File: src/rtl/point_multiplier_if.sv
// Handshake bundle for the GF(2^7) elliptic-curve point multiplier.
interface point_multiplier_if;
  logic [13:0] point;
  logic [6:0]  scalar;
  logic        start;
  logic [13:0] result;
  logic        done;

  modport master (output point, scalar, start, input result, done);
  modport slave  (input point, scalar, start, output result, done);
endinterface

File: src/rtl/point_multiplier.sv
// Q = k*P on y^2 + xy = x^3 + A*x^2 + B over GF(2^7); affine MSB-first double-and-add, inverse = a^126.
// Define PM_CONST_TIME_EN for constant latency: done rises exactly 1506 cycles after the start-sampling edge.
module point_multiplier #(
  parameter logic [7:0] POLY    = 8'h83,
  parameter logic [6:0] CURVE_A = 7'h01,
  parameter logic [6:0] CURVE_B = 7'h01
) (
  input  logic              clk,
  input  logic              rst_n,
  point_multiplier_if.slave bus
);

`ifdef PM_CONST_TIME_EN
  localparam bit CONST_TIME = 1'b1;
`else
  localparam bit CONST_TIME = 1'b0;
`endif

  typedef enum logic [4:0] {
    S_IDLE, S_SCAN, S_DBL, S_ADD,
    S_INV_SQ, S_INV_MUL, S_INV_FIN,
    S_D_LAM, S_D_LSQ, S_D_X2, S_D_Y3,
    S_A_LAM, S_A_LSQ, S_A_Y3, S_A_PAD,
    S_COMMIT, S_NEXT, S_DONE
  } state_e;

  typedef enum logic [1:0] {OVR_NONE, OVR_INF, OVR_SETP, OVR_KEEP} ovr_e;

  state_e      state;
  logic [6:0]  px, py, kreg;
  logic [2:0]  idx;
  logic [6:0]  qx, qy;
  logic        qinf;
  logic [6:0]  ia, ir;
  logic [2:0]  icnt;
  logic [6:0]  lam, t0, t1;
  logic        is_dbl, from_add;
  ovr_e        ovr;
  logic [6:0]  acc;
  logic [2:0]  mcnt;
  logic [13:0] result_r;
  logic        done_r;

  logic [6:0]  ma, mb, mul_res;
  logic        is_mul, mul_last, kbit, pinf;
  logic [2:0]  msb;
  logic        disp_is_dbl;
  ovr_e        disp_ovr;
  logic [6:0]  disp_opnd;

  assign bus.result = result_r;
  assign bus.done   = done_r;

  // One MSB-first step of the bit-serial multiplier: shift, reduce, conditionally add.
  function automatic logic [6:0] gf_step(input logic [6:0] acc_in, input logic [6:0] a,
                                         input logic b);
    logic [6:0] sh;
    sh = {acc_in[5:0], 1'b0} ^ (acc_in[6] ? POLY[6:0] : 7'h00);
    return b ? (sh ^ a) : sh;
  endfunction

  assign pinf     = (px == 7'h00) && (py == 7'h00);
  assign kbit     = kreg[idx];
  assign mul_last = (mcnt == 3'd6);
  assign is_mul   = state inside {S_INV_SQ, S_INV_MUL, S_INV_FIN, S_D_LAM, S_D_LSQ, S_D_X2,
                                  S_D_Y3, S_A_LAM, S_A_LSQ, S_A_Y3, S_A_PAD};
  assign mul_res  = gf_step((mcnt == 3'd0) ? 7'h00 : acc, ma, mb[3'd6 - mcnt]);

  always_comb begin
    msb = 3'd0;
    for (int i = 0; i < 7; i++)
      if (kreg[i]) msb = 3'(i);
  end

  always_comb begin
    ma = 7'h00;
    mb = 7'h00;
    case (state)
      S_INV_SQ, S_INV_FIN: begin ma = ir;          mb = ir;        end
      S_INV_MUL:           begin ma = ir;          mb = ia;        end
      S_D_LAM:             begin ma = qy;          mb = ir;        end
      S_D_LSQ, S_A_LSQ,
      S_A_PAD:             begin ma = lam;         mb = lam;       end
      S_D_X2:              begin ma = qx;          mb = qx;        end
      S_D_Y3:              begin ma = lam ^ 7'h01; mb = t0;        end
      S_A_LAM:             begin ma = qy ^ py;     mb = ir;        end
      S_A_Y3:              begin ma = lam;         mb = qx ^ t0;   end
      default:             begin ma = 7'h00;       mb = 7'h00;     end
    endcase
  end

  // Classify the pending group operation; degenerate cases still get a non-zero
  // inversion operand (B is guaranteed non-zero) so a constant-time dummy run is harmless.
  always_comb begin
    disp_is_dbl = 1'b1;
    disp_ovr    = OVR_NONE;
    disp_opnd   = qx;
    if (state == S_ADD) begin
      disp_is_dbl = 1'b0;
      disp_opnd   = qx ^ px;
      if (pinf)
        disp_ovr = OVR_KEEP;
      else if (qinf)
        disp_ovr = OVR_SETP;
      else if (qx == px) begin
        if (qy == py) begin
          disp_is_dbl = 1'b1;
          disp_opnd   = qx;
          disp_ovr    = (qx == 7'h00) ? OVR_INF : OVR_NONE;
        end else
          disp_ovr = OVR_INF;
      end
    end else if (qinf || (qx == 7'h00))
      disp_ovr = OVR_INF;
    if (disp_opnd == 7'h00)
      disp_opnd = CURVE_B;
  end

  always_ff @(posedge clk or negedge rst_n) begin
    if (!rst_n) begin
      state    <= S_IDLE;
      px       <= '0;
      py       <= '0;
      kreg     <= '0;
      idx      <= '0;
      qx       <= '0;
      qy       <= '0;
      qinf     <= 1'b0;
      ia       <= '0;
      ir       <= '0;
      icnt     <= '0;
      lam      <= '0;
      t0       <= '0;
      t1       <= '0;
      is_dbl   <= 1'b0;
      from_add <= 1'b0;
      ovr      <= OVR_NONE;
      acc      <= '0;
      mcnt     <= '0;
      result_r <= '0;
      done_r   <= 1'b0;
    end else begin
      if (is_mul) begin
        acc  <= mul_res;
        mcnt <= mul_last ? 3'd0 : mcnt + 3'd1;
      end

      case (state)
        S_IDLE, S_DONE: begin
          if (bus.start) begin
            px     <= bus.point[6:0];
            py     <= bus.point[13:7];
            kreg   <= bus.scalar;
            done_r <= 1'b0;
            state  <= S_SCAN;
          end
        end

        S_SCAN: begin
          if (CONST_TIME) begin
            qinf  <= 1'b1;
            idx   <= 3'd6;
            state <= S_DBL;
          end else if ((kreg == 7'h00) || pinf) begin
            result_r <= 14'h0000;
            done_r   <= 1'b1;
            state    <= S_DONE;
          end else begin
            qx   <= px;
            qy   <= py;
            qinf <= 1'b0;
            if (msb == 3'd0) begin
              result_r <= {py, px};
              done_r   <= 1'b1;
              state    <= S_DONE;
            end else begin
              idx   <= msb - 3'd1;
              state <= S_DBL;
            end
          end
        end

        S_DBL, S_ADD: begin
          is_dbl   <= disp_is_dbl;
          ovr      <= disp_ovr;
          ia       <= disp_opnd;
          ir       <= disp_opnd;
          icnt     <= 3'd0;
          from_add <= (state == S_ADD);
          if (!CONST_TIME && (disp_ovr != OVR_NONE))
            state <= S_COMMIT;
          else
            state <= S_INV_SQ;
        end

        S_INV_SQ: if (mul_last) begin
          ir    <= mul_res;
          state <= S_INV_MUL;
        end

        // Five rounds of r = r^2 * a reach a^63; the final squaring gives a^126 = a^-1.
        S_INV_MUL: if (mul_last) begin
          ir    <= mul_res;
          icnt  <= icnt + 3'd1;
          state <= (icnt == 3'd4) ? S_INV_FIN : S_INV_SQ;
        end

        S_INV_FIN: if (mul_last) begin
          ir    <= mul_res;
          state <= is_dbl ? S_D_LAM : S_A_LAM;
        end

        S_D_LAM: if (mul_last) begin
          lam   <= qx ^ mul_res;
          state <= S_D_LSQ;
        end

        S_D_LSQ: if (mul_last) begin
          t0    <= mul_res ^ lam ^ CURVE_A;
          state <= S_D_X2;
        end

        S_D_X2: if (mul_last) begin
          t1    <= mul_res;
          state <= S_D_Y3;
        end

        S_D_Y3: if (mul_last) begin
          t1    <= t1 ^ mul_res;
          state <= S_COMMIT;
        end

        S_A_LAM: if (mul_last) begin
          lam   <= mul_res;
          state <= S_A_LSQ;
        end

        S_A_LSQ: if (mul_last) begin
          t0    <= mul_res ^ lam ^ qx ^ px ^ CURVE_A;
          state <= S_A_Y3;
        end

        // The pad product only balances ADD against DBL in the constant-time build.
        S_A_Y3: if (mul_last) begin
          t1    <= mul_res ^ t0 ^ qy;
          state <= CONST_TIME ? S_A_PAD : S_COMMIT;
        end

        S_A_PAD: if (mul_last)
          state <= S_COMMIT;

        S_COMMIT: begin
          if (!(from_add && !kbit)) begin
            case (ovr)
              OVR_INF:  qinf <= 1'b1;
              OVR_SETP: begin qx <= px; qy <= py; qinf <= 1'b0; end
              OVR_KEEP: qinf <= qinf;
              default:  begin qx <= t0; qy <= t1; qinf <= 1'b0; end
            endcase
          end
          if (from_add)
            state <= S_NEXT;
          else if (CONST_TIME || kbit)
            state <= S_ADD;
          else
            state <= S_NEXT;
        end

        S_NEXT: begin
          if (idx == 3'd0) begin
            result_r <= qinf ? 14'h0000 : {qy, qx};
            done_r   <= 1'b1;
            state    <= S_DONE;
          end else begin
            idx   <= idx - 3'd1;
            state <= S_DBL;
          end
        end

        default: state <= S_IDLE;
      endcase
    end
  end

endmodule

File: src/flat_wrapper.sv
// flat-port wrapper written by rule: the top's interface ports become plain ports
module point_multiplier_flat 
#(
  parameter logic [7:0] POLY    = 8'h83,
  parameter logic [6:0] CURVE_A = 7'h01,
  parameter logic [6:0] CURVE_B = 7'h01
)
  (clk, rst_n, bus_point, bus_scalar, bus_start, bus_result, bus_done);
  point_multiplier_if bus_i ();
  input  logic clk;
  input  logic rst_n;
  input wire logic [$bits(bus_i.point)-1:0] bus_point;
  input wire logic [$bits(bus_i.scalar)-1:0] bus_scalar;
  input wire logic [$bits(bus_i.start)-1:0] bus_start;
  output wire logic [$bits(bus_i.result)-1:0] bus_result;
  output wire logic [$bits(bus_i.done)-1:0] bus_done;
  assign bus_i.point = bus_point;
  assign bus_i.scalar = bus_scalar;
  assign bus_i.start = bus_start;
  assign bus_result = bus_i.result;
  assign bus_done = bus_i.done;
  point_multiplier #(.POLY(POLY), .CURVE_A(CURVE_A), .CURVE_B(CURVE_B)) u_core (.clk(clk), .rst_n(rst_n), .bus(bus_i));
endmodule
File: config.mk
export PLATFORM = sky130hd
export DESIGN_NAME = point_multiplier_flat
export DESIGN_NICKNAME = d
export VERILOG_FILES = /design/src/rtl/point_multiplier_if.sv /design/src/rtl/point_multiplier.sv /design/src/flat_wrapper.sv
export SDC_FILE = /design/constraint.sdc
export NUM_CORES = 1
export LEC_CHECK = 0
export BUFFER_PORTS_ARGS = -buffer_cell sky130_fd_sc_hd__buf_2
export CAP_MARGIN = 20
export CORE_MARGIN = 2
export CORE_UTILIZATION = 55
export CTS_CLUSTER_DIAMETER = 60
export DETAILED_ROUTE_END_ITERATION = 10
export PLACE_DENSITY = 0.73
export SYNTH_ARGS = -nofsm -noshare
export SYNTH_HDL_FRONTEND = slang
export SYNTH_SLANG_ARGS = --single-unit
File: constraint.sdc
create_clock -name clk -period 3.81 [get_ports clk]
set_input_delay 0.381 -clock clk [delete_from_list [all_inputs] [get_ports clk]]
set_output_delay 0.381 -clock clk [all_outputs]
set_load 0.02 [all_outputs]
==> results of run 1 <==
==> per-stage QoR <==
stage | std cells | power (mW) | util [%] | hold WS (ns)
after floorplan | 756 | 4.76 | - | 0.0854
after global routing | 945 | 7.36 | 62.3 | 0.194
after detailed placement | 929 | 5.79 | 59.5 | 0.459
after CTS | 945 | 6.85 | 62.3 | 0.172
after global placement | 929 | 5.70 | 59.5 | 0.453
final | 945 | 6.92 | 62.3 | 0.128
==> cells by family after synthesis <==
| group | count (synthesis) |
|---|---|
| compound gates | 208 |
| xor+xnor | 54 |
| fa+ha+maj | 7 |
| buf+inv | 66 |
| flops | 111 |
| mux | 49 |
| simple gates | 261 |
==> power by group through the flow <==
stage / sequential, mW / combinational (mW) / clock, mW
after detailed placement: 2.46 / 3.33 / 0
final: 2.48 / 3.39 / 1.05
after CTS: 2.44 / 3.34 / 1.07
after global routing: 2.53 / 3.71 / 1.11
after floorplan: 2.09 / 2.66 / 0
after global placement: 2.44 / 3.25 / 0
==> cell usage after synthesis (all sizes together) (11+ instances only) <==
cell type	instances
a221o	12
clkbuf	40
a21oi	37
nor3	11
mux2	29
xor2	23
dfrtp	111
nand3	14
mux2i	19
xnor2	31
inv	12
nand2	117
a22oi	22
buf	14
o21ai	61
nor2	56
==> layout by cell type, fill, tap and decap left out, types with 19 or more instances in the layout <==
master and count:
buf_2 37, dfrtp_1 111, xnor2_1 27, mux2_2 29
a22oi_1 22, xor2_1 22, nand2_1 117, nor2_1 55
a21oi_1 37, mux2i_1 19, buf_4 22, o21ai_0 55
==> sequential cells by signal (all words and copies together) (netlist names), 2 cells and up <==
register / count
u_core.mcnt: 3
u_core.state: 5
u_core.acc: 7
u_core.lam: 7
u_core.bus.result: 14
u_core.py: 7
u_core.icnt: 3
u_core.t1: 7
u_core.qy: 7
u_core.idx: 3
u_core.ovr: 2
u_core.ia: 7
u_core.t0: 7
u_core.qx: 7
u_core.px: 7
u_core.ir: 7
u_core.kreg: 7
==> cell type report <==
type | instances | area, um^2
fillers | 1032 | 4550
clock inverters | 7 | 105
multi-input cells | 579 | 3800
flip-flops and latches | 111 | 2780
repair buffers | 59 | 350
inverters | 12 | 45.0
well taps | 168 | 210
clock buffers | 9 | 225
==> per-layer routing <==
layer	wire [um]	part of all wire, %	global-route usage (%)
met2	9690	46	51.0
met1	8840	42	46.3
met5	0	0	0
met3	1540	7.4	5.18
met4	817	3.9	13.5
==> worst max-delay path, stage by stage (launching register included) <==
cell and delay [ns]:
dfrtp_1 0.64, or3b_1 0.44, nor2_1 0.23, a22oi_1 0.20
a21boi_0 0.11, o21ai_1 0.64, a221oi_1 0.24, xnor2_1 0.56
a21oi_1 0.08, a221o_1 0.28
==> final timing paths <==
path | slack [ns] | cells after the start | endpoint
max | 0.27 | 9 | u_core.t1[2]
min | 0.13 | 1 | u_core.kreg[0]
max reg2reg | 0.27 | 9 | u_core.t1[2]
min reg2reg | 0.48 | 2 | u_core.bus.done
max in group asynchronous | 2.80 | 2 | u_core.ia[1]
min in group clk | 0.24 | 2 | u_core.px[2]
==> what timing repair did <==
action / in CTS / in global routing
hold buffers: 0 / 0
buffers inserted: 0 / 0
setup endpoints to repair: 0 / 3
gates resized for setup: 0 / 1
==> out/results.txt, run 1 <==
Worst VDD drop: 0.530 mV
RR Startpoint: u_core.state[4]
IO buf count: 38
Number of synthesized register bits: 111
Initial DRC count: 749
Initial Util: 56.7%
Pre-antenna DRT Iters: 6
Wire length per cell: 22.1 um
Die W: 116 um
Final Hold Fails: 0
Clk_skew: 0.00545 ns
Ys Warns: 0
First-pass GRT wire length: 33,100 um
Yosys top cell area share: 40.6%
DP Worst Slack: 0.316 ns
NetSw: 3.26 mW
Syn Inst Count: 756
Post-synth top area cell: dfrtp_1
Largest family of logic cells by synthesized area: compound AO/OA/AOI/OAI gates
Slew margin rel.: 30.9%
Max-slew violations: 0
Crit path launch: u_core.state[4]
Root Buffer: clkbuf_16
Max-Cap Viols: 0
Total Routed Length: 20,900 um
CTS Buf Count: 9
Synthesis-to-finish area growth: 9.84%
Synth Net Count: 787
Final RePlAce weighted congestion: 0.981
CP required: 4.06 ns
Period minus WS final: 3.54 ns
Core box area: 12,100 um^2
DP Area: 7180 um^2
Reg clk slew, reported paths: 0.07 ns
Gr usage total: 32.9%
Prevailing post-synth register cell: dfrtp_1
Synth Area in Simple Gates: 17.7%
Mapped Area: 6840 um^2
Max Root-Sink Buffers: 2
Antenna violations before repair: 0
Clock power share: 15.2%
Sequential Power Share: 35.8%
Max Fclk: 282 MHz
Switch share: 47.1%
Proportion of layout cells with a drive suffix above 1: 15.8%
Hold Path Class: in2async
Setup Crit Path Kind: reg2reg
# diodes: 0
Final setup vio count: 0
Vias in the first global route: 5,815
Worst Tran Pin Value: 1.03 ns
Synth Area in Compound Gates: 21.3%
Cell variety after synth: 69
Clock latency on the worst-skew pair: 0.37 ns
Xor/xnor cell area share of the yosys netlist: 7.35%
Design area: 7520 um^2
Period Utilization, post-route: 93.0%
Crit path launch type: flip-flop
CP Max Fanout: 13
Adder-cell share of the synthesized area: 1.28%
CP endpoint kind: flip-flop
Total internal power: 3.66 mW
Outcome: completed
DRC violations left: 0
Async SR Flop Fraction: 100%
Die height: 116 um
Pwr dens: 920 nW/um^2
RSZ-0062 raised after global routing: false
Setup TNS: 0 ns
Syn Area/Cell: 9.05 um^2
Comb pwr share: 49.0%
H-tree depth: 3
Die Area: 13,300 um^2
Vias per inst: 6.36
FP Rows: 40
Final layout net count: 803
Largest net degree at the start of global routing: 69
Remaining Overflow, GRT: 0
Part of the Yosys area used for sequential elements: 40.6%
Synth area leaders: dfrtp_1 41%, nand2_1 6.4%, mux2_2 4.8%
I/O pins: 39
Pleak: 3.22 nW
Data arrival, critical path: 3.80 ns
Multiplexer share of the synthesized area: 7.88%
Vias: 6,013
EDFF count, synth: 0
Post-DRT Antenna Nets: 0
Hpwl dp: 15,300 um
CTS sink cnt: 111
Final setup margin: 0.267 ns
TritonCTS clock tree: done
Note: power is estimated with default switching activity, not from simulation.
==> run 2: changes to the inputs <==
CELL_PAD_IN_SITES_DETAIL_PLACEMENT = 0   (was not set)
CELL_PAD_IN_SITES_GLOBAL_PLACEMENT = 1   (was not set)
CORE_UTILIZATION = 48   (was 55)
PLACE_DENSITY = not set   (was 0.73)
PLACE_DENSITY_LB_ADDON = 0.1   (was not set)
==> run 2 against run 1 <==
Compared with the run above:
- sequential cell count unchanged
- worst hold slack got worse by 0.048 ns
- utilization decreased by 8.1 points
- total power decreased by 0.24%
- critical path depth unchanged
- critical path type unchanged
- largest cell class unchanged
- largest power group unchanged
- highest routed layer unchanged
==> out/results.txt, run 2 (synthesized netlist as in run 1, its figures left out) <==
Outcome: completed (unchanged)
Placed cell count: 943 (was 929)
Critical Path, Cell by Cell: or3b_1 > nor2_1 > a22oi_1 > a21boi_0 > o21ai_1 > a211oi_2 > xor2_2 > nor4b_1 > a211o_1 (was or3b_1 > nor2_1 > a22oi_1 > a21boi_0 > o21ai_1 > a221oi_1 > xnor2_1 > a21oi_1 > a221o_1)
Clock power share: 14.8% (was 15.2%)
NetSw: 3.29 mW (was 3.26 mW)
Die Area: 15,200 um^2 (was 13,300 um^2)
Wire length per cell: 22.7 um (was 22.1 um)
Clk_skew: 0.0108 ns (was 0.00545 ns)
FP Rows: 43 (was 40)
Largest net degree at the start of global routing: 63 (was 69)
RSZ-0062 raised after global routing: false (unchanged)
Max reg flops: 14 (unchanged)
TritonCTS clock tree: done (unchanged)
Setup TNS: 0 ns (unchanged)
Clock latency on the worst-skew pair: 0.36 ns (was 0.37 ns)
Worst Tran Pin Value: 1.12 ns (was 1.03 ns)
Hold_buf cts: 0 (unchanged)
Root Buffer: clkbuf_16 (unchanged)
CP required: 4.06 ns (about the same)
Remaining Overflow, GRT: 0 (unchanged)
Max-Cap Viols: 0 (unchanged)
Slew margin rel.: 25.1% (was 30.9%)
Worst VDD drop: 0.388 mV (was 0.530 mV)
Proportion of layout cells with a drive suffix above 1: 16.0% (was 15.8%)
Crit path launch type: flip-flop (unchanged)
# diodes: 0 (unchanged)
Most frequent cells in the layout: 117 x nand2_1, 111 x dfrtp_1, 56 x o21ai_0 (was 117 x nand2_1, 111 x dfrtp_1, 55 x nor2_1, 55 x o21ai_0)
Post-CTS setup buffers: 0 (unchanged)
H-tree depth: 3 (unchanged)
Hold Path Class: in2async (unchanged)
CP endpoint kind: flip-flop (unchanged)
DRC violations left: 0 (unchanged)
Slowest stage delay, CP: 0.64 ns (about the same)
Period Utilization, post-route: 95.0% (was 93.0%)
Post-DRT Antenna Nets: 0 (unchanged)
Final Hold Fails: 0 (unchanged)
Die W: 123 um (was 116 um)
Max-slew violations: 0 (unchanged)
Pwr dens: 917 nW/um^2 (was 920 nW/um^2)
Vias: 6,035 (was 6,013)
Antenna violations before repair: 0 (unchanged)
Most common cell after layout, fill and taps aside: nand2_1 (unchanged)
Synthesis-to-finish area growth: 10.0% (was 9.84%)
Data arrival, critical path: 3.87 ns (was 3.80 ns)
Final RePlAce weighted congestion: 0.948 (was 0.981)
Pre-antenna DRT Iters: 8 (was 6)
Critical-path top delay cell: dfrtp_1 (unchanged)
CTS Buf Count: 9 (unchanged)
Hpwl dp: 15,900 um (was 15,300 um)
Post-CTS sizing: 0 (unchanged)
Pleak: 3.23 nW (was 3.22 nW)
Pwr Total: 6.90 mW (was 6.92 mW)
IO buf count: 38 (unchanged)
Total Routed Length: 21,800 um (was 20,900 um)
Core box area: 13,900 um^2 (was 12,100 um^2)
Max Root-Sink Buffers: 2 (unchanged)
Final layout net count: 805 (was 803)
Reg clk slew, reported paths: 0.08 ns (was 0.07 ns)
Comb pwr share: 48.7% (was 49.0%)
I/O pins: 39 (unchanged)
Switch share: 47.6% (was 47.1%)
Setup Crit Path Kind: reg2reg (unchanged)
Final setup vio count: 0 (unchanged)
Initial Util: 49.3% (was 56.7%)
CP Max Fanout: 14 (was 13)
Vias in the first global route: 5,912 (was 5,815)
Vias per inst: 6.29 (was 6.36)
Sequential Power Share: 36.5% (was 35.8%)
Max Fclk: 276 MHz (was 282 MHz)
Gr usage total: 30.2% (was 32.9%)
CTS sink cnt: 111 (unchanged)
Total internal power: 3.61 mW (was 3.66 mW)
Initial DRC count: 655 (was 749)
First-pass GRT wire length: 34,100 um (was 33,100 um)
Die height: 123 um (was 116 um)
Fill count: 1,303 (was 1,032)
Period minus WS final: 3.62 ns (was 3.54 ns)
Final std cells w/o fill: 959 (was 945)
-- run 2: path summary, 6_finish.rpt --
check	start	end	slack, ns	cells past startpoint
min in group clk	bus_point[9]	u_core.py[2]	0.25	2
min	rst_n	u_core.kreg[0]	0.08	1
max	u_core.state[0]	u_core.t1[1]	0.19	9
max reg2reg	u_core.state[0]	u_core.t1[1]	0.19	9
max in group asynchronous	rst_n	u_core.qinf	2.82	2
min reg2reg	u_core.bus.result[13]	u_core.bus.result[13]	0.48	2
-- run 2: worst max-delay path, delay by kind of cell (launching register included) --
kind,cells,cell delay (ns)
DFF,1,0.64
xor gates and xnor gates,1,0.48
AOI/OAI and AO/OA,5,1.19
and+or+nand+nor,3,1.19
-- run 2: routing by layer --
metal  vias up  track usage (%)  share of wire [%]
met5         -                0                  0
met4         0             11.0                3.0
met3        47             4.75                5.9
met2       236             47.8                 47
met1      3003             42.0                 44
li1       2749                -                  -
-- run 2: per-stage QoR --
stage          instance area [um^2]  hold slack [ns]  utilization, %  setup slack, ns
2_1_floorplan                  6840           0.0854               -            0.950
3_3_place_gp                   7210            0.455            52.0            0.352
3_5_place_dp                   7210            0.466            52.0            0.343
4_1_cts                        7530            0.121            54.2            0.309
5_1_grt                        7530            0.150            54.2          0.00815
6_report                       7530           0.0797            54.2            0.191
-- run 2: power groups by stage --
stage	Combinational, mW	Sequential [mW]	Clock (mW)
floorplan	2.66	2.09	0
global placement	3.28	2.49	0
detailed placement	3.32	2.50	0
CTS	3.34	2.48	1.04
global route	3.70	2.57	1.09
finish	3.36	2.52	1.02
-- run 2: final cells by class --
class                   count  area, um^2  share of cell area, %
multi-input cells         579        3800                   50.5
flip-flops and latches    111        2780                   36.9
repair buffers             61         365                   4.85
clock buffers              11         253                   3.36
well taps                 180         225                   2.99
clock inverters             5        63.8                  0.848
inverters                  12        45.0                  0.598
